--- src/rtl/ram_burst_reader.sv ---
// Burst read initiator for registered-read RAMs: sequential reads, credit-limited return FIFO, valid/ready output stream.
// Define RAM_RD_OREG_EN for RAMs with an extra output register (read latency 2, FIFO depth 4).
module ram_burst_reader #(
  parameter int DW    = 8,
  parameter int WORDS = 256,
  parameter int LW    = $clog2(WORDS) + 1,
  localparam int AW   = $clog2(WORDS)
) (
  input  logic          clk,
  input  logic          rst_n,
  input  logic          start,
  input  logic [AW-1:0] base_addr,
  input  logic [LW-1:0] len,
  output logic          busy,
  output logic          done,
  output logic [AW-1:0] rd_addr,
  output logic          rd_en,
  input  logic [DW-1:0] rd_data,
  output logic [DW-1:0] m_data,
  output logic          m_valid,
  input  logic          m_ready,
  output logic          m_last
);

`ifdef RAM_RD_OREG_EN
  localparam int RD_LAT = 2;
`else
  localparam int RD_LAT = 1;
`endif
  localparam int DEPTH = RD_LAT + 2;
  localparam int PW    = $clog2(DEPTH);
  localparam int CW    = $clog2(DEPTH + 1);

  localparam logic [1:0] IDLE  = 2'd0;
  localparam logic [1:0] RUN   = 2'd1;
  localparam logic [1:0] DRAIN = 2'd2;

  logic [1:0]        state;
  logic [LW-1:0]     iss_left, beats_left;
  logic [RD_LAT-1:0] vld_pipe;
  logic [DW-1:0]     fifo [DEPTH];
  logic [PW-1:0]     wr_ptr, rd_ptr;
  logic [CW-1:0]     occ;
  logic [CW:0]       committed;
  logic              push, pop, room;

  function automatic logic [AW-1:0] addr_inc(input logic [AW-1:0] a);
    return (a == AW'(WORDS - 1)) ? '0 : a + 1'b1;
  endfunction

  function automatic logic [PW-1:0] ptr_inc(input logic [PW-1:0] p);
    return (p == PW'(DEPTH - 1)) ? '0 : p + 1'b1;
  endfunction

  assign push    = vld_pipe[RD_LAT-1];
  assign m_valid = (occ != '0);
  assign pop     = m_valid & m_ready;
  assign m_data  = m_valid ? fifo[rd_ptr] : '0;
  assign m_last  = m_valid && (beats_left == LW'(1));

  // FIFO slots already spoken for once this edge retires: stored words plus every
  // read still travelling through the RAM, minus the word leaving now.
  always_comb begin
    committed = (CW+1)'(occ) + (CW+1)'(rd_en);
    for (int i = 0; i < RD_LAT; i++) committed = committed + (CW+1)'(vld_pipe[i]);
    committed = committed - (CW+1)'(pop);
  end
  assign room = committed < (CW+1)'(DEPTH);

  always_ff @(posedge clk)
    if (push) fifo[wr_ptr] <= rd_data;

  always_ff @(posedge clk) begin
    if (!rst_n) begin
      state      <= IDLE;
      busy       <= 1'b0;
      done       <= 1'b0;
      rd_en      <= 1'b0;
      rd_addr    <= '0;
      iss_left   <= '0;
      beats_left <= '0;
      vld_pipe   <= '0;
      wr_ptr     <= '0;
      rd_ptr     <= '0;
      occ        <= '0;
    end else begin
      done        <= 1'b0;
      vld_pipe[0] <= rd_en;
      for (int i = 1; i < RD_LAT; i++) vld_pipe[i] <= vld_pipe[i-1];
      if (push) wr_ptr <= ptr_inc(wr_ptr);
      if (pop) begin
        rd_ptr     <= ptr_inc(rd_ptr);
        beats_left <= beats_left - 1'b1;
      end
      occ <= occ + CW'(push) - CW'(pop);
      case (state)
        IDLE: begin
          rd_en <= 1'b0;
          if (start) begin
            if (len == '0) done <= 1'b1;
            else begin
              state      <= RUN;
              busy       <= 1'b1;
              rd_en      <= 1'b1;
              rd_addr    <= base_addr;
              iss_left   <= len - 1'b1;
              beats_left <= len;
            end
          end
        end
        RUN: begin
          if (iss_left == '0) begin
            rd_en <= 1'b0;
            state <= DRAIN;
          end else if (room) begin
            rd_en    <= 1'b1;
            rd_addr  <= addr_inc(rd_addr);
            iss_left <= iss_left - 1'b1;
          end else begin
            rd_en <= 1'b0;
          end
        end
        DRAIN: begin
          rd_en <= 1'b0;
          // Popping the last beat implies the FIFO and the RAM pipe are both empty.
          if (pop && beats_left == LW'(1)) begin
            state <= IDLE;
            busy  <= 1'b0;
            done  <= 1'b1;
          end
        end
        default: state <= IDLE;
      endcase
    end
  end

endmodule
--- config.mk ---
export PLATFORM = sky130hd
export DESIGN_NAME = ram_burst_reader
export DESIGN_NICKNAME = d
export VERILOG_FILES = /design/src/rtl/ram_burst_reader.sv
export SDC_FILE = /design/constraint.sdc
export NUM_CORES = 1
export LEC_CHECK = 0
export ABC_CLOCK_PERIOD_IN_PS = 6240
export CAP_MARGIN = 20
export CELL_PAD_IN_SITES_DETAIL_PLACEMENT = 0
export CELL_PAD_IN_SITES_GLOBAL_PLACEMENT = 1
export CORE_ASPECT_RATIO = 1.1
export CORE_MARGIN = 10
export CORE_UTILIZATION = 45
export CTS_CLUSTER_DIAMETER = 60
export CTS_CLUSTER_SIZE = 14
export DETAILED_ROUTE_END_ITERATION = 16
export PLACE_DENSITY_LB_ADDON = 0.1
export RECOVER_POWER = 100
export REMOVE_ABC_BUFFERS = 1
export SLEW_MARGIN = 25
export SYNTH_ARGS = -nofsm -noshare
export SYNTH_HDL_FRONTEND = slang
export SYNTH_SLANG_ARGS = --single-unit
--- constraint.sdc ---
create_clock -name clk -period 6.24 [get_ports clk]
set_input_delay 0.624 -clock clk [delete_from_list [all_inputs] [get_ports clk]]
set_output_delay 0.624 -clock clk [all_outputs]
set_load 0.005 [all_outputs]
==> out/summary.txt, run 1 <==
Ys async rst share: 0
First-pass GRT wire length: 13.66 mm
# setup viols final: 0
Yosys warnings: 0
Synth unique cells: 65
EDFF count, synth: 24
Pwr dens: 437.7 nW/um^2
Post-cts resize count: 0
Post-CTS Setup Bufs: 0
Multi-input logic area: 1810 um^2
Worst-Skew Late Latency: 0.34 ns
Antenna Cells: 0
GRT Total Usage: 0.1408
CP Max Fanout: 22
Highest Clock Rate: 215.1 MHz
Count leader, synth: nor2_1
Overflow after GRT: 0
Critical path class: reg2reg
Ys flop type: dfxtp_1
Share of cells above drive strength 1: 0.06308
Clock buffer depth: 2
Final Hold Vio Count: 0
Vias in the first global route: 2778
Slowest CP cell: o21ai_0
Routed len/inst: 15.63 um
Worst Hold Class: reg2reg
Final min period: 4.650 ns
Yosys top cell area share: 0.2285
Area contributors post-synth: dfxtp_1 (23%), edfxtp_1 (21%), nor2_1 (5.9%)
Via Count: 2872
Iteration count of the initial detailed-routing pass: 4
Hold slack: 0.4906 ns
DR vias/cell: 5.388
Reg clk slew, reported paths: 0.08 ns
Max-cap viol count: 0
Row Count: 33
CP cell instances: o21ai_0, clkinv_1, ha_1, fa_1, inv_1, fa_1, nor2b_1, o21a_1, a211oi_1, clkbuf_1, a21boi_1, o31a_1
Endpoint type of the worst setup path: flip-flop
Starting DRT DRC Count: 80
Root buffer cell: clkbuf_8
Seq cells post-synth: 64
CTS tree: yes
Top Ports: 50
Leakage: 1.617 nW
Reg area: 1521 um^2
Worst slew pin tran: 1.122 ns
VDD IR max: 191.8 uV
Core box area: 7515 um^2
CP Data Arrival Time: 4.89 ns
Cell mode on critical path: fa_1
GPL Wtd Cong: 0.7873
Setup TNS: 0 ns
CP startpoint kind: flip-flop
WP data required: 6.48 ns
Synth top cells by count: nor2_1 (55), dfxtp_1 (40), nand2_1 (32), a21oi_1 (26), edfxtp_1 (24)
CTS buffer count: 9
Hpwl dp: 6.072 mm
Clock Sinks: 64
Netlist Area Pre-Place: 3505 um^2
Net count, final: 465
Status: finished, final reports clean
Mapped Cells: 378
DR DRC count: 0
Port Buffers: 49
Die area: 11720 um^2
Syn_area_per_cell: 9.271 um^2
Initial antenna violation count: 0
RSZ-0062 raised after global routing: no
Deepest level of the CTS H-tree: 3
P&R area growth vs syn: 22.38%
Die Span Y: 112.6 um
Register area share after synthesis: 0.4341
Rel. slew slack: 0.2438
Largest net degree at the start of global routing: 33
Post-route ant nets: 0
DRT Wirelength: 8.333 mm
Final Skew: 0.007979 ns
Die X: 104.1 um
Fillers: 707
Crit share post-route: 0.7452
Initial core utilization: 0.4664
Hold buffers post-CTS: 0
Crit-path max cell delay: 0.90 ns
Cell taking the most area after synthesis: dfxtp_1
Fin. max-slew vios: 0
## area by class of cell
| cell class | count | area share |
|---|---|---|
| clock inverter | 7 | 0.02917 |
| clock buffer | 9 | 0.02888 |
| sequential | 64 | 0.3547 |
| inverter | 18 | 0.01575 |
| tap | 105 | 0.03063 |
| timing repair buffer | 53 | 0.1187 |
| multi-input combinational | 277 | 0.4221 |
## cell usage in the layout (no fill, tap or decap), types with 4 or more instances in the layout
cell	count
a211oi_1	12
a21oi_1	26
and3_1	4
clkbuf_8	9
clkdlybuf4s50_1	18
dfxtp_1	40
dlygate4sd3_1	31
edfxtp_1	24
ha_1	11
inv_1	15
mux2i_1	15
nand2_1	32
nand3_1	7
nand4_1	4
nor2_1	55
nor3_1	10
nor3b_1	4
nor4_1	5
o21a_1	5
o21ai_0	6
o21ai_1	4
xnor2_1	11
xor2_1	5
## where the power goes
group | internal, W | switching (W) | total [W]
Clock | 0.000270 | 0.000178 | 0.000448
Sequential | 0.000526 | 0.000106 | 0.000632
Combinational | 0.000357 | 0.000440 | 0.000797
## routing by layer
metal / track usage / vias up / routed length (um)
met2: 0.2331 / 69 / 3927
met3: 0.03204 / 14 / 419
met5: 0 / - / 0
li1: - / 1451 / -
met1: 0.1712 / 1338 / 3836
met4: 0.06314 / 0 / 149
## flip-flops by register name (all words and copies together) (netlist names), 2 cells and up, named ones only
register    cells
state           2
rd_addr         8
rd_ptr          2
fifo           24
beats_left      9
iss_left        9
wr_ptr          2
occ             2
## worst max-delay path, delay by kind of cell, from the launching register on
| family | cells | cell delay (ns) |
|---|---|---|
| AOI/OAI and AO/OA | 5 | 1.72 |
| adders and majority gates | 3 | 1.14 |
| and+or+nand+nor | 1 | 0.15 |
| buffers and inverters | 3 | 1.17 |
| DFF | 1 | 0.37 |
## metrics by stage
step | setup slack [ns] | utilization | area [um^2] | power [W] | std cells
floorplan | 2.486 | - | 3412 | 0.001187 | 359
detailed placement | 2.083 | 0.5408 | 4064 | 0.001481 | 517
finish | 1.590 | 0.5708 | 4289 | 0.001877 | 533
global route | 1.160 | 0.5708 | 4289 | 0.002029 | 533
global placement | 2.183 | 0.5408 | 4064 | 0.001477 | 517
CTS | 2.443 | 0.5739 | 4313 | 0.001936 | 533
## logic make-up (layout without fill, tap and decap cells)
kind of cell,Yosys count,in the layout,share of synthesized area
AND/OR/NAND/NOR,145,145,0.2039
AO/OA/AOI/OAI,87,87,0.1796
flip-flops,64,64,0.4341
buffers and inverters,37,87,0.04569
XOR/XNOR,16,16,0.03998
multiplexers,16,16,0.04605
adder cells (fa/ha/maj),13,13,0.05070
## final timing paths
kind | from | endpoint | slack, ns | cells after the start
min reg2reg | rd_ptr[0]$_SDFFE_PN0P_ | rd_ptr[1]$_SDFFE_PN0P_ | 0.49 | 2
max | occ[1]$_SDFF_PN0_ | iss_left[8]$_SDFFE_PN0P_ | 1.59 | 12
max reg2reg | occ[1]$_SDFF_PN0_ | iss_left[8]$_SDFFE_PN0P_ | 1.59 | 12
min | rd_ptr[0]$_SDFFE_PN0P_ | rd_ptr[1]$_SDFFE_PN0P_ | 0.49 | 2
Power figures use the tool's default switching activity.
==> run 2: changes to the inputs <==
--- a/config.mk
+++ b/config.mk
@@ -5,13 +5,13 @@
 export SDC_FILE = /design/constraint.sdc
 export NUM_CORES = 1
 export LEC_CHECK = 0
-export ABC_CLOCK_PERIOD_IN_PS = 6240
+export ABC_CLOCK_PERIOD_IN_PS = 4500
 export CAP_MARGIN = 20
 export CELL_PAD_IN_SITES_DETAIL_PLACEMENT = 0
 export CELL_PAD_IN_SITES_GLOBAL_PLACEMENT = 1
 export CORE_ASPECT_RATIO = 1.1
 export CORE_MARGIN = 10
-export CORE_UTILIZATION = 45
+export CORE_UTILIZATION = 42
 export CTS_CLUSTER_DIAMETER = 60
 export CTS_CLUSTER_SIZE = 14
 export DETAILED_ROUTE_END_ITERATION = 16
==> constraint.sdc (replaced) <==
create_clock -name clk -period 4.5 [get_ports clk]
set_input_delay 0.45 -clock clk [delete_from_list [all_inputs] [get_ports clk]]
set_output_delay 0.45 -clock clk [all_outputs]
set_load 0.005 [all_outputs]
==> run 2 against run 1 <==
Effect of this change:
- non-clock buffer count is 1 higher
- combinational power is 41% higher
- register-to-register slack worse by 0.38 ns
- core utilization is 4.5 points lower
- global-route usage hardly changed
- critical path type is now in2reg
- sequential power is 39% higher
- flip-flop and latch count stayed put
- clock skew is 0.0033 ns higher
- critical path depth stayed put
- worst setup slack worse by 0.42 ns
- die area is 5.8% higher
==> out/summary.txt, run 2 (synthesis results as in run 1) <==
Status: finished, final reports clean
Vias in the first global route: 2858 (+2.9%)
Most used routing layer: met2
Clock buffer depth: 2 (unchanged)
Tot Pwr: 0.002429 W (+29%)
Die X: 107.1 um (+2.8%)
Delay-heaviest family, CP: compound AO/OA/AOI/OAI gates
Placed Area: 4075 um^2 (+0.28%)
Worst Hold Class: reg2reg
Via Count: 2879 (+0.24%)
CP startpoint kind: input pin
Starting DRT DRC Count: 128 (+60%)
Largest net degree at the start of global routing: 34 (+3.0%)
Top Ports: 50 (unchanged)
Final Skew: 0.01125 ns (+0.003269 ns)
Row Count: 34 (+3.0%)
Initial core utilization: 0.4359 (-0.03048)
Die Span Y: 115.8 um (+2.9%)
Overflow after GRT: 0 (unchanged)
First-pass GRT wire length: 14.18 mm (+3.8%)
VDD IR max: 216.4 uV (+13%)
Final Hold Vio Count: 0 (unchanged)
Critical path class: in2reg
Cell mode on critical path: fa_1
Port Buffers: 49 (unchanged)
Pwr dens: 574.8 nW/um^2 (+31%)
Net count, final: 466 (+0.22%)
Final Non-Filler Cells: 537 (+0.75%)
Setup TNS: 0 ns (unchanged)
Worst slew pin tran: 0.9585 ns (-0.1640 ns)
Reg clk slew, reported paths: 0.07 ns (about the same)
GRT Total Usage: 0.1408 (about the same)
Fin. max-slew vios: 0 (unchanged)
DR DRC count: 0 (unchanged)
CTS buffer count: 9 (unchanged)
Endpoint type of the worst setup path: flip-flop
Worst Path Buf+Inv: 3 (unchanged)
CP Max Fanout: 10 (-55%)
M2 GR Usage: 0.2229 (-0.01018)
Initial antenna violation count: 0 (unchanged)
Highest-count cells in the layout ignoring fill and taps: nor2_1 (55), dfxtp_1 (40), nand2_1 (32)
Crit. path cell count: 12 (unchanged)
Hold buffers post-CTS: 0 (unchanged)
Core box area: 8040 um^2 (+7.0%)
GPL Wtd Cong: 0.7613 (-3.3%)
Highest Clock Rate: 299.9 MHz
Worst Hold Path Cells: 2 (unchanged)
Path depth of the worst reg2reg path: 11 (-1)
# setup viols final: 0 (unchanged)
Commonest non-fill, non-tap cell in the layout: nor2_1
Max-cap viol count: 0 (unchanged)
Crit share post-route: 0.7410
Placed cells: 521 (+0.77%)
Clock Sinks: 64 (unchanged)
Slowest CP cell: a2111oi_0
Global Route met1 Usage: 0.1834 (+0.01219)
CP Data Arrival Time: 3.61 ns (-1.28 ns)
Largest register by flop count: fifo
P&R area growth vs syn: 20.60%
CP cell instances: clkdlybuf4s50_1, o21ai_0, clkinv_1, ha_1, fa_1, inv_1, fa_1, nor2b_1, o21a_1, a211o_1, a2111oi_0, o31a_1
Final min period: 3.334 ns
Post-cts resize count: 0 (unchanged)
Max reg flops: 24 (unchanged)
Routed len/inst: 15.58 um (-0.35%)
Share of cells above drive strength 1: 0.06527 (+0.002184)
Post-route ant nets: 0 (unchanged)
CTS tree: yes
Antenna Cells: 0 (unchanged)
Deepest level of the CTS H-tree: 3 (unchanged)
Root buffer cell: clkbuf_8
Worst-Skew Late Latency: 0.34 ns (about the same)
Largest regs: fifo x24, beats_left x9, iss_left x9
Hpwl dp: 6.081 mm (+0.15%)
DR vias/cell: 5.361 (-0.50%)
RSZ-0062 raised after global routing: no
GR Util met3: 0.03776 (+0.005720)
Post-CTS Setup Bufs: 0 (unchanged)
Die area: 12400 um^2 (+5.8%)
DRT Wirelength: 8.366 mm (+0.40%)
Rel. slew slack: 0.3603 (+0.1165)
WP data required: 4.78 ns (-1.70 ns)
Fin area: 4227 um^2 (-1.5%)
Iteration count of the initial detailed-routing pass: 4 (unchanged)
Leakage: 1.587 nW (-1.9%)
Crit-path max cell delay: 0.43 ns (-0.47 ns)
run 2: power by group:
part	switching [W]	leakage (nW)	internal [W]	total, W
clock network	0.000233	0.0870	0.000200	0.000433
logic	0.000614	0.954	0.000503	0.00112
registers	0.000150	0.546	0.000730	0.000880
total	0.000997	1.59	0.00143	0.00243
run 2: routing by layer:
layer  up-vias  share of wire  wire length (um)
li1       1466              -                 -
met1      1336           0.46              3886
met2        70           0.47              3915
met4         0          0.012                99
met3         7          0.056               465
met5         -              0                 0
run 2: worst paths after layout:
kind | start | endpoint | slack, ns
min | rd_ptr[0]$_SDFFE_PN0P_ | rd_ptr[1]$_SDFFE_PN0P_ | 0.49
max | m_ready | iss_left[8]$_SDFFE_PN0P_ | 1.17
max reg2reg | occ[1]$_SDFF_PN0_ | iss_left[8]$_SDFFE_PN0P_ | 1.21
min reg2reg | rd_ptr[0]$_SDFFE_PN0P_ | rd_ptr[1]$_SDFFE_PN0P_ | 0.49
run 2: final cells by class:
cell class	instances	area, um^2
clock buffers	9	123.9
clock inverters	7	47.55
fillers	753	3814
inverters	18	67.56
multi-input cells	277	1810
flip-flops and latches	64	1521
well taps	108	135.1
repair buffers	54	520.5
run 2: tightest hold or removal path: cells and delay by family, from the launching register on:
kind / cells / cell delay, ns
flops: 1 / 0.32
simple gates: 1 / 0.05
compound gates: 1 / 0.06
run 2: metrics by stage:
step / utilization / setup WS [ns] / hold slack (ns)
2_1_floorplan: - / 0.8521 / 0.4600
5_1_grt: 0.5257 / 0.9320 / 0.5216
6_report: 0.5257 / 1.166 / 0.4925
3_5_place_dp: 0.5068 / 0.9146 / 0.4915
3_3_place_gp: 0.5068 / 0.9398 / 0.4832
4_1_cts: 0.5282 / 1.259 / 0.5012
==> run 3: changes to the inputs <==
--- a/config.mk
+++ b/config.mk
@@ -5,7 +5,7 @@
 export SDC_FILE = /design/constraint.sdc
 export NUM_CORES = 1
 export LEC_CHECK = 0
-export ABC_CLOCK_PERIOD_IN_PS = 4500
+export ABC_CLOCK_PERIOD_IN_PS = 3200
 export CAP_MARGIN = 20
 export CELL_PAD_IN_SITES_DETAIL_PLACEMENT = 0
 export CELL_PAD_IN_SITES_GLOBAL_PLACEMENT = 1
==> constraint.sdc (replaced) <==
create_clock -name clk -period 3.2 [get_ports clk]
set_input_delay 0.32 -clock clk [delete_from_list [all_inputs] [get_ports clk]]
set_output_delay 0.32 -clock clk [all_outputs]
set_load 0.005 [all_outputs]
==> run 3 against run 2 <==
Effect of this change:
- register-to-register slack got worse by 0.99 ns
- non-clock buffer count increased by 12
- combinational power increased by 56%
- core utilization increased by 1.4 points
- worst setup slack got worse by 0.96 ns
- clock skew increased by 0.0019 ns
- critical path type unchanged
- largest power group unchanged
==> out/summary.txt, run 3 (synthesis results as in run 1) <==
Critical path class: in2reg
Final Hold Vio Count: 0 (unchanged)
Net count, final: 478 (+2.6%)
Post-route ant nets: 0 (unchanged)
Final Skew: 0.01317 ns (+0.001925 ns)
Starting DRT DRC Count: 104 (-19%)
Commonest non-fill, non-tap cell in the layout: nor2_1
Highest-count cells in the layout ignoring fill and taps: nor2_1 (55), dfxtp_1 (40), nand2_1 (32)
CP startpoint kind: input pin
CTS tree: yes
Fin area: 4339 um^2 (+2.7%)
Highest Clock Rate: 333.9 MHz
Hold path startpoint: rd_ptr[0]$_SDFFE_PN0P_
Rel. slew slack: 0.3280 (-0.03228)
Initial antenna violation count: 0 (unchanged)
Tot Pwr: 0.003625 W (+49%)
Pwr dens: 835.4 nW/um^2 (+45%)
Final Non-Filler Cells: 549 (+2.2%)
Status: finished, final reports clean
Core box area: 8040 um^2 (unchanged)
CTS buffer count: 9 (unchanged)
Largest register by flop count: fifo
Worst-Skew Late Latency: 0.35 ns (about the same)
Hold buffers post-CTS: 0 (unchanged)
Share of cells above drive strength 1: 0.09070 (+0.02543)
Max reg flops: 24 (unchanged)
DR vias/cell: 5.293 (-1.3%)
VDD IR max: 325.7 uV (+51%)
Reg clk slew, reported paths: 0.08 ns (about the same)
Clock share of power: 0.177 (about the same)
Clock Sinks: 64 (unchanged)
Combinational share of power: 0.484 (+0.024)
R2r setup slk: 0.22 ns (-0.99 ns)
Placed Area: 4190 um^2 (+2.8%)
Largest net degree at the start of global routing: 29 (-15%)
CP Data Arrival Time: 3.25 ns (-0.36 ns)
Setup ws final: 0.2052 ns (-0.9605 ns)
Dpl ws: -0.07167 ns (-0.9863 ns)
# setup viols final: 0 (unchanged)
Hpwl dp: 6.316 mm (+3.9%)
Row Count: 34 (unchanged)
Reg-to-Reg Start: occ[0]$_SDFF_PN0_
Root buffer cell: clkbuf_8
Endpoint type of the worst setup path: flip-flop
Post-CTS Setup Bufs: 0 (unchanged)
Int Power: 0.002152 W (+50%)
Deepest level of the CTS H-tree: 3 (unchanged)
Fin. max-slew vios: 0 (unchanged)
Overflow after GRT: 0 (unchanged)
WP data required: 3.46 ns (-1.32 ns)
Top Ports: 50 (unchanged)
Via Count: 2906 (+0.94%)
WHS Endpoint: rd_ptr[1]$_SDFFE_PN0P_
Port Buffers: 49 (unchanged)
Final min period: 2.995 ns
GPL Wtd Cong: 0.8379 (+10%)
Path depth of the worst reg2reg path: 13 (+2)
First-pass GRT wire length: 14.50 mm (+2.2%)
DR DRC count: 0 (unchanged)
Leakage: 1.652 nW (+4.1%)
Worst slew pin tran: 1.007 ns (+0.04836 ns)
GRT Total Usage: 0.1465 (+0.005696)
Die X: 107.1 um (unchanged)
Placed cells: 533 (+2.3%)
Worst Hold Class: reg2reg
Core Util, Final: 0.5397 (+0.01401)
Largest regs: fifo x24, beats_left x9, iss_left x9
Iteration count of the initial detailed-routing pass: 5 (+1)
Antenna Cells: 0 (unchanged)
Routed len/inst: 15.85 um (+1.7%)
RSZ-0062 raised after global routing: no
CP Max Fanout: 11 (+1)
P&R area growth vs syn: 23.81%
FF-to-FF End: iss_left[7]$_SDFFE_PN0P_
Post-cts resize count: 0 (unchanged)
Worst Hold Path Cells: 2 (unchanged)
DRT Wirelength: 8.701 mm (+4.0%)
Vias in the first global route: 2883 (+0.87%)
Sw Share: 0.4063 (-0.004153)
Crit share post-route: 0.9359
Die Span Y: 115.8 um (unchanged)
Clock buffer depth: 2 (unchanged)
Initial core utilization: 0.4359 (unchanged)
Die area: 12400 um^2 (unchanged)
Switching Power: 0.001473 W (+48%)
Flop pwr share: 0.339 (-0.023)
Fillers: 730 (-3.1%)
Max-cap viol count: 0 (unchanged)
run 3: final cells by class:
| cell class | count | area [um^2] | area share |
|---|---|---|---|
| multi-input cells | 277 | 1810 | 0.4172 |
| clock buffers | 9 | 123.9 | 0.02855 |
| well taps | 108 | 135.1 | 0.03114 |
| repair buffers | 66 | 625.6 | 0.1442 |
| clock inverters | 7 | 55.05 | 0.01269 |
| inverters | 18 | 67.56 | 0.01557 |
| flip-flops and latches | 64 | 1521 | 0.3506 |
run 3: power groups by stage:
stage          logic [W]  clock network [W]  registers (W)
2_1_floorplan    0.00111                  0        0.00121
3_3_place_gp     0.00181                  0        0.00125
3_5_place_dp     0.00183                  0        0.00125
4_1_cts          0.00184           0.000656        0.00123
5_1_grt          0.00198           0.000698        0.00126
6_report         0.00175           0.000642        0.00123
run 3: layer usage:
layer  vias to the layer above  global-route usage  routed length [um]
li1                       1480                   -                   -
met1                      1368              0.1845                4045
met2                        52              0.2339                4122
met3                         6             0.04442                 463
met4                         0             0.04878                  69
met5                         -                   0                   0
run 3: through the flow:
stage	setup TNS [ns]	hold WS [ns]
2_1_floorplan	-4.622	0.4189
3_3_place_gp	0	0.4730
3_5_place_dp	-0.1699	0.4851
4_1_cts	0	0.5017
5_1_grt	0	0.5361
6_report	0	0.4968
run 3: critical path, stage by stage:
cell	delay (ns)
clkdlybuf4s50_1	0.42
o21ai_1	0.13
inv_2	0.07
ha_1	0.29
fa_1	0.37
inv_1	0.08
fa_1	0.39
nor2b_1	0.15
o21a_1	0.19
a211oi_1	0.22
buf_4	0.21
buf_12	0.13
nand4_1	0.09
a41oi_1	0.19
run 3: worst max-delay path by stage:
| stage | from | end | slack (ns) |
|---|---|---|---|
| after floorplan | occ[1]$_SDFF_PN0_ | iss_left[8]$_SDFFE_PN0P_ | -0.45 |
| after global placement | m_ready | iss_left[8]$_SDFFE_PN0P_ | 0.002 |
| after detailed placement | m_ready | iss_left[8]$_SDFFE_PN0P_ | -0.07 |
| after CTS | m_ready | iss_left[8]$_SDFFE_PN0P_ | 0.29 |
| after global routing | occ[0]$_SDFF_PN0_ | iss_left[7]$_SDFFE_PN0P_ | 0.07 |
| final | m_ready | iss_left[7]$_SDFFE_PN0P_ | 0.21 |
